## src/rtl/keypad_scanner.sv

```systemverilog
// keypad_scanner: 4x4 hex keypad column scanner with per-key debounce and one-cycle key events.
// Define KEYPAD_ENTRY_EN to shift accepted digits into a 16-bit entry_value.
module keypad_scanner #(
    parameter int SCAN_DIV       = 50_000,
    parameter int DEBOUNCE_SCANS = 4
) (
    input  logic        clock,
    input  logic        reset,
    input  logic [3:0]  row_in,
    output logic [3:0]  col_out,
    output logic        key_valid,
    output logic [3:0]  key_code,
    output logic        key_held,
    output logic [15:0] entry_value
);
    typedef enum logic [1:0] {IDLE, DEBOUNCE, PRESSED, RELEASE} state_t;
    localparam logic [31:0] DIV_LAST = 32'(SCAN_DIV - 1);
    localparam logic [31:0] DEB      = 32'(DEBOUNCE_SCANS);
    state_t      state;
    logic [31:0] div, cnt;
    logic [3:0]  row_meta, rows_s, cand, acc_code;
    logic [1:0]  col_idx, low_idx;
    logic        tick, any_low, same_row, cand_low, accept;
    assign tick     = div == DIV_LAST;
    assign any_low  = rows_s != 4'hF;
    assign low_idx  = !rows_s[0] ? 2'd0 : !rows_s[1] ? 2'd1 : !rows_s[2] ? 2'd2 : 2'd3;
    assign same_row = any_low && low_idx == cand[3:2];
    assign cand_low = !rows_s[cand[3:2]];
    assign col_out  = ~(4'b0001 << col_idx);
    assign key_held = state == PRESSED || state == RELEASE;
    // A single-scan debounce accepts straight from the IDLE detection tick.
    assign accept   = tick && ((state == IDLE && any_low && DEB == 32'd1) ||
                               (state == DEBOUNCE && same_row && cnt + 32'd1 >= DEB));
    assign acc_code = state == IDLE ? {low_idx, col_idx} : cand;
    always_ff @(posedge clock or posedge reset) begin
        if (reset) div <= '0;
        else       div <= tick ? '0 : div + 32'd1;
    end
    always_ff @(posedge clock or posedge reset) begin
        if (reset) begin
            row_meta <= 4'hF;
            rows_s   <= 4'hF;
        end else begin
            row_meta <= row_in;
            rows_s   <= row_meta;
        end
    end
    always_ff @(posedge clock or posedge reset) begin
        if (reset) begin
            state     <= IDLE;
            cnt       <= '0;
            cand      <= '0;
            col_idx   <= '0;
            key_valid <= 1'b0;
            key_code  <= '0;
        end else begin
            key_valid <= accept;
            if (accept) key_code <= acc_code;
            if (tick) begin
                case (state)
                    IDLE: if (any_low) begin
                        cand  <= {low_idx, col_idx};
                        cnt   <= 32'd1;
                        state <= DEB == 32'd1 ? PRESSED : DEBOUNCE;
                    end else col_idx <= col_idx + 2'd1;
                    DEBOUNCE: if (!same_row) state <= IDLE;
                    else begin
                        cnt <= cnt + 32'd1;
                        if (cnt + 32'd1 >= DEB) state <= PRESSED;
                    end
                    PRESSED: if (!cand_low) begin
                        cnt   <= 32'd1;
                        state <= DEB == 32'd1 ? IDLE : RELEASE;
                    end
                    RELEASE: if (cand_low) state <= PRESSED;
                    else begin
                        cnt <= cnt + 32'd1;
                        if (cnt + 32'd1 >= DEB) state <= IDLE;
                    end
                    default: state <= IDLE;
                endcase
            end
        end
    end
`ifdef KEYPAD_ENTRY_EN
    always_ff @(posedge clock or posedge reset) begin
        if (reset)       entry_value <= '0;
        else if (accept) entry_value <= {entry_value[11:0], acc_code};
    end
`else
    assign entry_value = 16'h0000;
`endif
endmodule

```

## config.mk

```make
export PLATFORM = sky130hd
export DESIGN_NAME = keypad_scanner
export DESIGN_NICKNAME = d
export VERILOG_FILES = /design/src/rtl/keypad_scanner.sv
export SDC_FILE = /design/constraint.sdc
export NUM_CORES = 1
export LEC_CHECK = 0
export ABC_AREA = 1
export BUFFER_PORTS_ARGS = -buffer_cell sky130_fd_sc_hd__clkbuf_2
export CAP_MARGIN = 20
export CORE_MARGIN = 3
export CORE_UTILIZATION = 55
export DETAILED_ROUTE_END_ITERATION = 6
export PLACE_DENSITY = 0.78
export SYNTH_ARGS = -nofsm -noshare
export SYNTH_HDL_FRONTEND = slang
export SYNTH_SLANG_ARGS = --single-unit
```

## constraint.sdc

```tcl
create_clock -name clock -period 3.5 [get_ports clock]
set_input_delay 0.35 -clock clock [delete_from_list [all_inputs] [get_ports clock]]
set_output_delay 0.35 -clock clock [all_outputs]
set_load 0.1 [all_outputs]
```

==> flow_summary.ini, run 1 <==
[status]
outcome = complete, no violations

[synthesis]
ys_seq_area_share_pct = 41.3
ys_types = 40
ys_async_sr_fraction_pct = 100
synth_seq_cells = 85
syn_inst = 732
synthFlopType = dfrtp_1
synth_edf_count = 0
avgSynthCellArea_um2 = 7.06
yosysWarnings = 0
syn_area_um2 = 5170

[finish]
ff_latch_area_um2 = 2140
finalNonFillerCells = 865
antenna_cells = 0
filler_cell_count = 802
final_core_utilization_pct = 61.6
layout_commonest_cell = nand2_1
fin_nets = 764
final_cell_mix = 198 x nand2_1, 110 x inv_1, 88 x nor2_1, 77 x dfrtp_1, 63 x nand3_1
synthToLayoutAreaGrowth_pct = 6.48
drive_gt1_share_pct = 8.59
multiInputGateArea_um2 = 2490

[floorplanning]
initial_utilization_pct = 57.9
die_h_um = 103
dieArea_um2 = 10600
core_um2 = 8930
die_w_um = 103
core.rowCount = 34
boundaryPins = 32

[power]
ir_worst_vdd_uv = 322
power_density_nw_per_um2 = 326
power.leakage_nw = 2.71
power_mw = 1.80

[drt]
wirelength_um = 11100
drc = 0
drt_iter0_drc = 312
wl_per_cell_um = 12.8
vias = 4629
routed_via_density = 5.35
ant_nets = 0
drtPass1Iterations = 5

[critical_path]
reg2reg_to = cnt[0]$_DFFE_PP0P_
crit_path_cell_trace = ha_1, inv_1, nor3_4, nand2_1, nor2_1, and2_2, o21ai_2, nor3_4, nand2_2, nor2_1, nor2_1
worstPathArrival_ns = 2.95
cp_max_fo = 13
max_stage_delay_ns = 0.49
required_ns = 3.77
r2r-start = div[0]$_DFF_PP0_
path_class = flip-flop to flip-flop
reg2reg_slack_ns = 0.82
reg2reg_depth = 11
critPathMostFrequentCell = nor2_1
cp-startpoint = div[0]$_DFF_PP0_
crit_end = cnt[0]$_DFFE_PP0P_
start_kind = flip-flop
endpoint_kind = flip-flop
slowest_stage = nor3_4

[cts]
cts_tree = built
h-tree-depth = 3
clockRootBuffer = clkbuf_8
clk_pin_slew_ns = 0.10
cts_inserted_buffers = 9
cts_buffer_depth = 2
post-cts-setup-buffer-count = 0
cts_sinks = 85
ctsHoldBuffers = 0
cts_resized = 0
insertion_delay_ns = 0.37

[timing]
period_share_pct = 76.6
worst_pin_slew_ns = 0.634
holdWs_ns = 0.0167
period_needed_ns = 2.68
final_hold_viol_count = 0
rsz0062_at_grt = false
skew_ns = 0.0139
timing.slew.headroom_pct = 57.7
timing.fmax_ghz = 0.373
setup_violations = 0
setup_tns_ns = 0
slew_viol_final = 0

[flow_run]
drv_cap = 0

[global_route]
use_met3_pct = 3.79
grt_usage_pct = 22.6
grt_pass1_vias = 4399
grt_antenna_before_repair = 0
grt_max_degree = 40
grt-ovfl-total = 0
busiest_layer = met2
grt_use_met1_pct = 31.0
grt_pass1_wl_um = 19400
use_met2_pct = 35.9

[worst_hold_path]
hp-class = input port to asynchronous set/reset pin

[place]
gp_congestion = 0.963
place_inst = 849
hpwl_um = 8450
portBuffers = 15
[cells in the mapped netlist, types with 2 or more instances]
master | count | area share, %
clkbuf_1 | 4 | 0.29
nor4_1 | 9 | 1.1
inv_1 | 111 | 8.1
buf_4 | 17 | 2.5
nand3_1 | 63 | 6.1
nor3_4 | 2 | 0.63
a21oi_1 | 12 | 1.2
ha_1 | 6 | 1.5
dfstp_2 | 8 | 4.1
inv_2 | 2 | 0.15
o211ai_1 | 2 | 0.29
nor3_1 | 17 | 1.6
nand2_2 | 3 | 0.36
nor2_1 | 88 | 6.4
o22ai_1 | 9 | 1.1
o21ai_1 | 3 | 0.29
nand4_1 | 16 | 1.9
nor2_2 | 4 | 0.48
clkbuf_2 | 2 | 0.19
buf_6 | 2 | 0.44
o21ai_0 | 41 | 4.0
dfrtp_1 | 77 | 37
xor2_1 | 19 | 3.2
or2_2 | 2 | 0.24
nand2_1 | 198 | 14
[layout make-up]
type	instances	area share, %
multi-input combinational	523	45.1
timing repair buffer	20	2.27
tap	108	2.45
clock inverter	7	1.34
sequential	85	38.8
inverter	113	7.73
clock buffer	9	2.25
[registers in the layout (all words and copies together) (netlist names)]
signal     count
rows_s         4
row_meta       4
cand           4
key_code       4
state          2
key_valid      1
div           32
cnt           32
col_idx        2
[power breakdown]
group | switching, mW | internal, mW
combinational | 0.0983 | 0.00604
clock | 0.418 | 0.282
sequential | 0.00219 | 0.990
[per-stage QoR]
step / setup WS (ns) / area [um^2]
global route: 0.487 / 5510
detailed placement: 0.807 / 5310
global placement: 0.908 / 5310
CTS: 0.796 / 5510
finish: 0.819 / 5510
floorplan: 0.970 / 5230
[routing by layer]
metal / share of wire (%) / vias to the layer above
li1: - / 2338
met1: 47 / 2120
met2: 46 / 150
met3: 5.4 / 21
met4: 2.0 / 0
met5: 0 / -
[how the worst min path moves through the flow]
stage                                      from                      end  slack [ns]  cells past startpoint
after global placement    row_meta[3]$_DFF_PP1_      rows_s[3]$_DFF_PP1_        0.35                      0
after global routing                  row_in[0]    row_meta[0]$_DFF_PP1_        0.05                      1
after CTS                                 reset  key_code[1]$_DFFE_PP0P_        0.04                      2
final                                     reset  key_code[1]$_DFFE_PP0P_        0.02                      2
after detailed placement  row_meta[1]$_DFF_PP1_      rows_s[1]$_DFF_PP1_        0.35                      0
after floorplan           row_meta[0]$_DFF_PP1_      rows_s[0]$_DFF_PP1_        0.35                      0
[cells by family after synthesis]
logic type	Yosys count	share of synthesized area, %
flops	85	41.3
simple gates	408	34.3
xor+xnor	20	3.39
compound gates	72	7.60
buf+inv	139	11.7
fa+ha+maj	6	1.45
mux	1	0.218
other cells	1	0.0725
[critical path, delay by kind of cell, from the launching register on]
family	cells	cell delay (ns)
adders and majority gates	1	0.23
buffers and inverters	1	0.10
AOI/OAI and AO/OA	1	0.13
DFF	1	0.43
and+or+nand+nor	8	1.68
(Power assumes the default switching activity.)
==> inputs of run 2 (changes only) <==
--- a/config.mk
+++ b/config.mk
@@ -5,7 +5,7 @@
 export SDC_FILE = /design/constraint.sdc
 export NUM_CORES = 1
 export LEC_CHECK = 0
-export ABC_AREA = 1
+export ABC_AREA = 0
 export BUFFER_PORTS_ARGS = -buffer_cell sky130_fd_sc_hd__clkbuf_2
 export CAP_MARGIN = 20
 export CORE_MARGIN = 3
==> constraint.sdc (replaced) <==
create_clock -name clock -period 2.8 [get_ports clock]
set_input_delay 0.28 -clock clock [delete_from_list [all_inputs] [get_ports clock]]
set_output_delay 0.28 -clock clock [all_outputs]
set_load 0.1 [all_outputs]
==> flow_summary.ini, run 2 <==
[global_route]
grt_antenna_before_repair = 0
grt-ovfl-total = 0
grt_pass1_vias = 3943
grt_usage_pct = 22.8
grt_max_degree = 48
grt_pass1_wl_um = 18900

[finish]
ff_latch_area_um2 = 2140
final_cell_mix = 74 x dfrtp_1, 58 x nand2_1, 47 x buf_4, 42 x nor2_1, 31 x o21ai_0
layout_commonest_cell = dfrtp_1
fin_nets = 610
final_core_utilization_pct = 64.2
multiInputGateArea_um2 = 2670
synthToLayoutAreaGrowth_pct = 11.7
drive_gt1_share_pct = 19.9
antenna_cells = 0
filler_cell_count = 711
top_regs = cnt (32), div (32)

[cts]
cts_sinks = 85
cts_inserted_buffers = 9
cts_buffer_depth = 2
clockRootBuffer = clkbuf_8
h-tree-depth = 3
clk_pin_slew_ns = 0.09
insertion_delay_ns = 0.37
cts_tree = built

[critical_path]
crit_buf_inv = 0
max_stage_delay_ns = 0.43
reg2reg_slack_ns = 0.08
cp_top_family = simple AND/OR/NAND/NOR gates
slowest_stage = nor4_4
path_class = flip-flop to flip-flop
required_ns = 3.05
start_kind = flip-flop
crit_path_cell_trace = ha_4, nand4_4, or3_4, nor4_4, nand3_2, a2111oi_4, and4_4, a21oi_4, mux2_4
endpoint_kind = flip-flop
worstPathArrival_ns = 2.97
cp_max_fo = 8

[timing]
setup_violations = 0
period_share_pct = 97.1
skew_ns = 0.0132
period_needed_ns = 2.72
timing.fmax_ghz = 0.368
slew_viol_final = 0
final_hold_viol_count = 0
worst_pin_slew_ns = 0.710
rsz0062_at_grt = true
timing.slew.headroom_pct = 52.6

[drt]
drtPass1Iterations = 5
drt_iter0_drc = 217
wirelength_um = 11700
wl_per_cell_um = 16.4
routed_via_density = 6.02
drc = 0
vias = 4282
ant_nets = 0

[place]
hpwl_um = 8260
portBuffers = 15
gp_congestion = 0.977

[power]
swShare_pct = 25.8
power.leakage_nw = 2.45
power_switching_mw = 0.613
power_mw = 2.37
ir_worst_vdd_uv = 307
clkPwrFrac_pct = 41.7
combPwrFrac_pct = 5.9
p_int_mw = 1.76
power.share.sequential_pct = 52.3
power_density_nw_per_um2 = 416

[synthesis]
ys_types = 63
synth.most_common_cell = dfrtp_1
synth.top_cells.by_count = 77 x dfrtp_1, 59 x nand2_1, 42 x nor2_1
synthFlopType = dfrtp_1
synth_seq_cells = 85
syn_inst = 554
avgSynthCellArea_um2 = 9.22
synth_top_area_share_pct = 37.7
synth_area_leader_cell = dfrtp_1
synth.top_cells.by_area = dfrtp_1 38%, nand2_1 4.3%, xnor2_1 4.3%, dfstp_2 4.1%, xor2_1 3.4%
synth_edf_count = 0
syn_area_um2 = 5110
ys_async_sr_fraction_pct = 100
ys_seq_area_share_pct = 41.8
yosysWarnings = 0

[status]
outcome = complete, no violations

[floorplanning]
die_w_um = 102
boundaryPins = 32
initial_utilization_pct = 57.5
dieArea_um2 = 10500
core.rowCount = 34
core_um2 = 8890
die_h_um = 102

[worst_hold_path]
hp-class = flip-flop to flip-flop

[flow_run]
drv_cap = 0
[run 2: power groups by stage]
stage | combinational, mW | sequential [mW] | clock (mW)
after global routing | 0.150 | 1.24 | 1.06
after detailed placement | 0.137 | 1.27 | 0
after floorplan | 0.136 | 1.26 | 0
after global placement | 0.136 | 1.26 | 0
final | 0.141 | 1.24 | 0.990
after CTS | 0.142 | 1.24 | 1.01
[run 2: path summary, 6_finish.rpt]
kind,start,endpoint,cells past startpoint
max,cnt[1]$_DFFE_PP0P_,key_code[0]$_DFFE_PP0P_,9
min,row_meta[3]$_DFF_PP1_,rows_s[3]$_DFF_PP1_,0
max reg2reg,cnt[1]$_DFFE_PP0P_,key_code[0]$_DFFE_PP0P_,9
min reg2reg,row_meta[3]$_DFF_PP1_,rows_s[3]$_DFF_PP1_,0
max in group asynchronous,reset,row_meta[0]$_DFF_PP1_,4
min in group asynchronous,reset,cnt[7]$_DFFE_PP0P_,3
[run 2: cell families (layout without fill, tap and decap cells)]
family | after synthesis | after routing | share of synthesized area (%)
other | 1 | 16 | 0.0734
and+or+nand+nor | 239 | 239 | 25.6
adders and majority gates | 6 | 6 | 1.47
buffers and inverters | 62 | 96 | 8.03
AOI/OAI and AO/OA | 105 | 105 | 12.4
DFF | 85 | 85 | 41.8
xor gates and xnor gates | 45 | 45 | 7.71
muxes | 11 | 11 | 2.87
[run 2: per-stage QoR]
| stage | hold WS (ns) | setup WS [ns] | TNS (ns) | area (um^2) | std cells |
|---|---|---|---|---|---|
| floorplan | 0.284 | 0.0325 | 0 | 5180 | 569 |
| detailed placement | 0.350 | -0.0529 | -0.184 | 5360 | 683 |
| global route | 0.365 | -0.0550 | -0.188 | 5710 | 711 |
| global placement | 0.347 | 0.0409 | 0 | 5360 | 683 |
| CTS | 0.357 | 0.00693 | 0 | 5630 | 704 |
| finish | 0.359 | 0.0817 | 0 | 5710 | 711 |
[run 2: area by class of cell]
type                            count  area share, %
Timing Repair Buffer               68           8.72
Sequential cell                    85           37.5
Tap cell                          108           2.37
Clock inverter                      7           1.71
Inverter                           12          0.811
Clock buffer                        9           2.17
Multi-Input combinational cell    422           46.7
[run 2: per-layer routing]
| layer | track usage (%) | vias to the layer above | wire [um] |
|---|---|---|---|
| met5 | 0 | - | 0 |
| met4 | 8.38 | 0 | 176 |
| met2 | 38.5 | 158 | 5780 |
| met1 | 29.8 | 2065 | 5050 |
| met3 | 3.28 | 18 | 652 |
| li1 | - | 2041 | - |
[run 2: worst reg2reg max path: cells and delay by family, from the launching register on]
family / cells / cell delay [ns]
flip-flops: 1 / 0.40
multiplexers: 1 / 0.32
AO/OA/AOI/OAI: 2 / 0.40
AND/OR/NAND/NOR: 5 / 1.32
adder cells (fa/ha/maj): 1 / 0.16
[run 2: timing repair]
item / CTS / global route
setup buffers: 0 / 7
endpoints found under the setup margin: 4 / 4
hold endpoints to repair: 7 / 0
hold buffers: 5 / 0
resized for setup: 0 / 5
pin swaps: 1 / 4
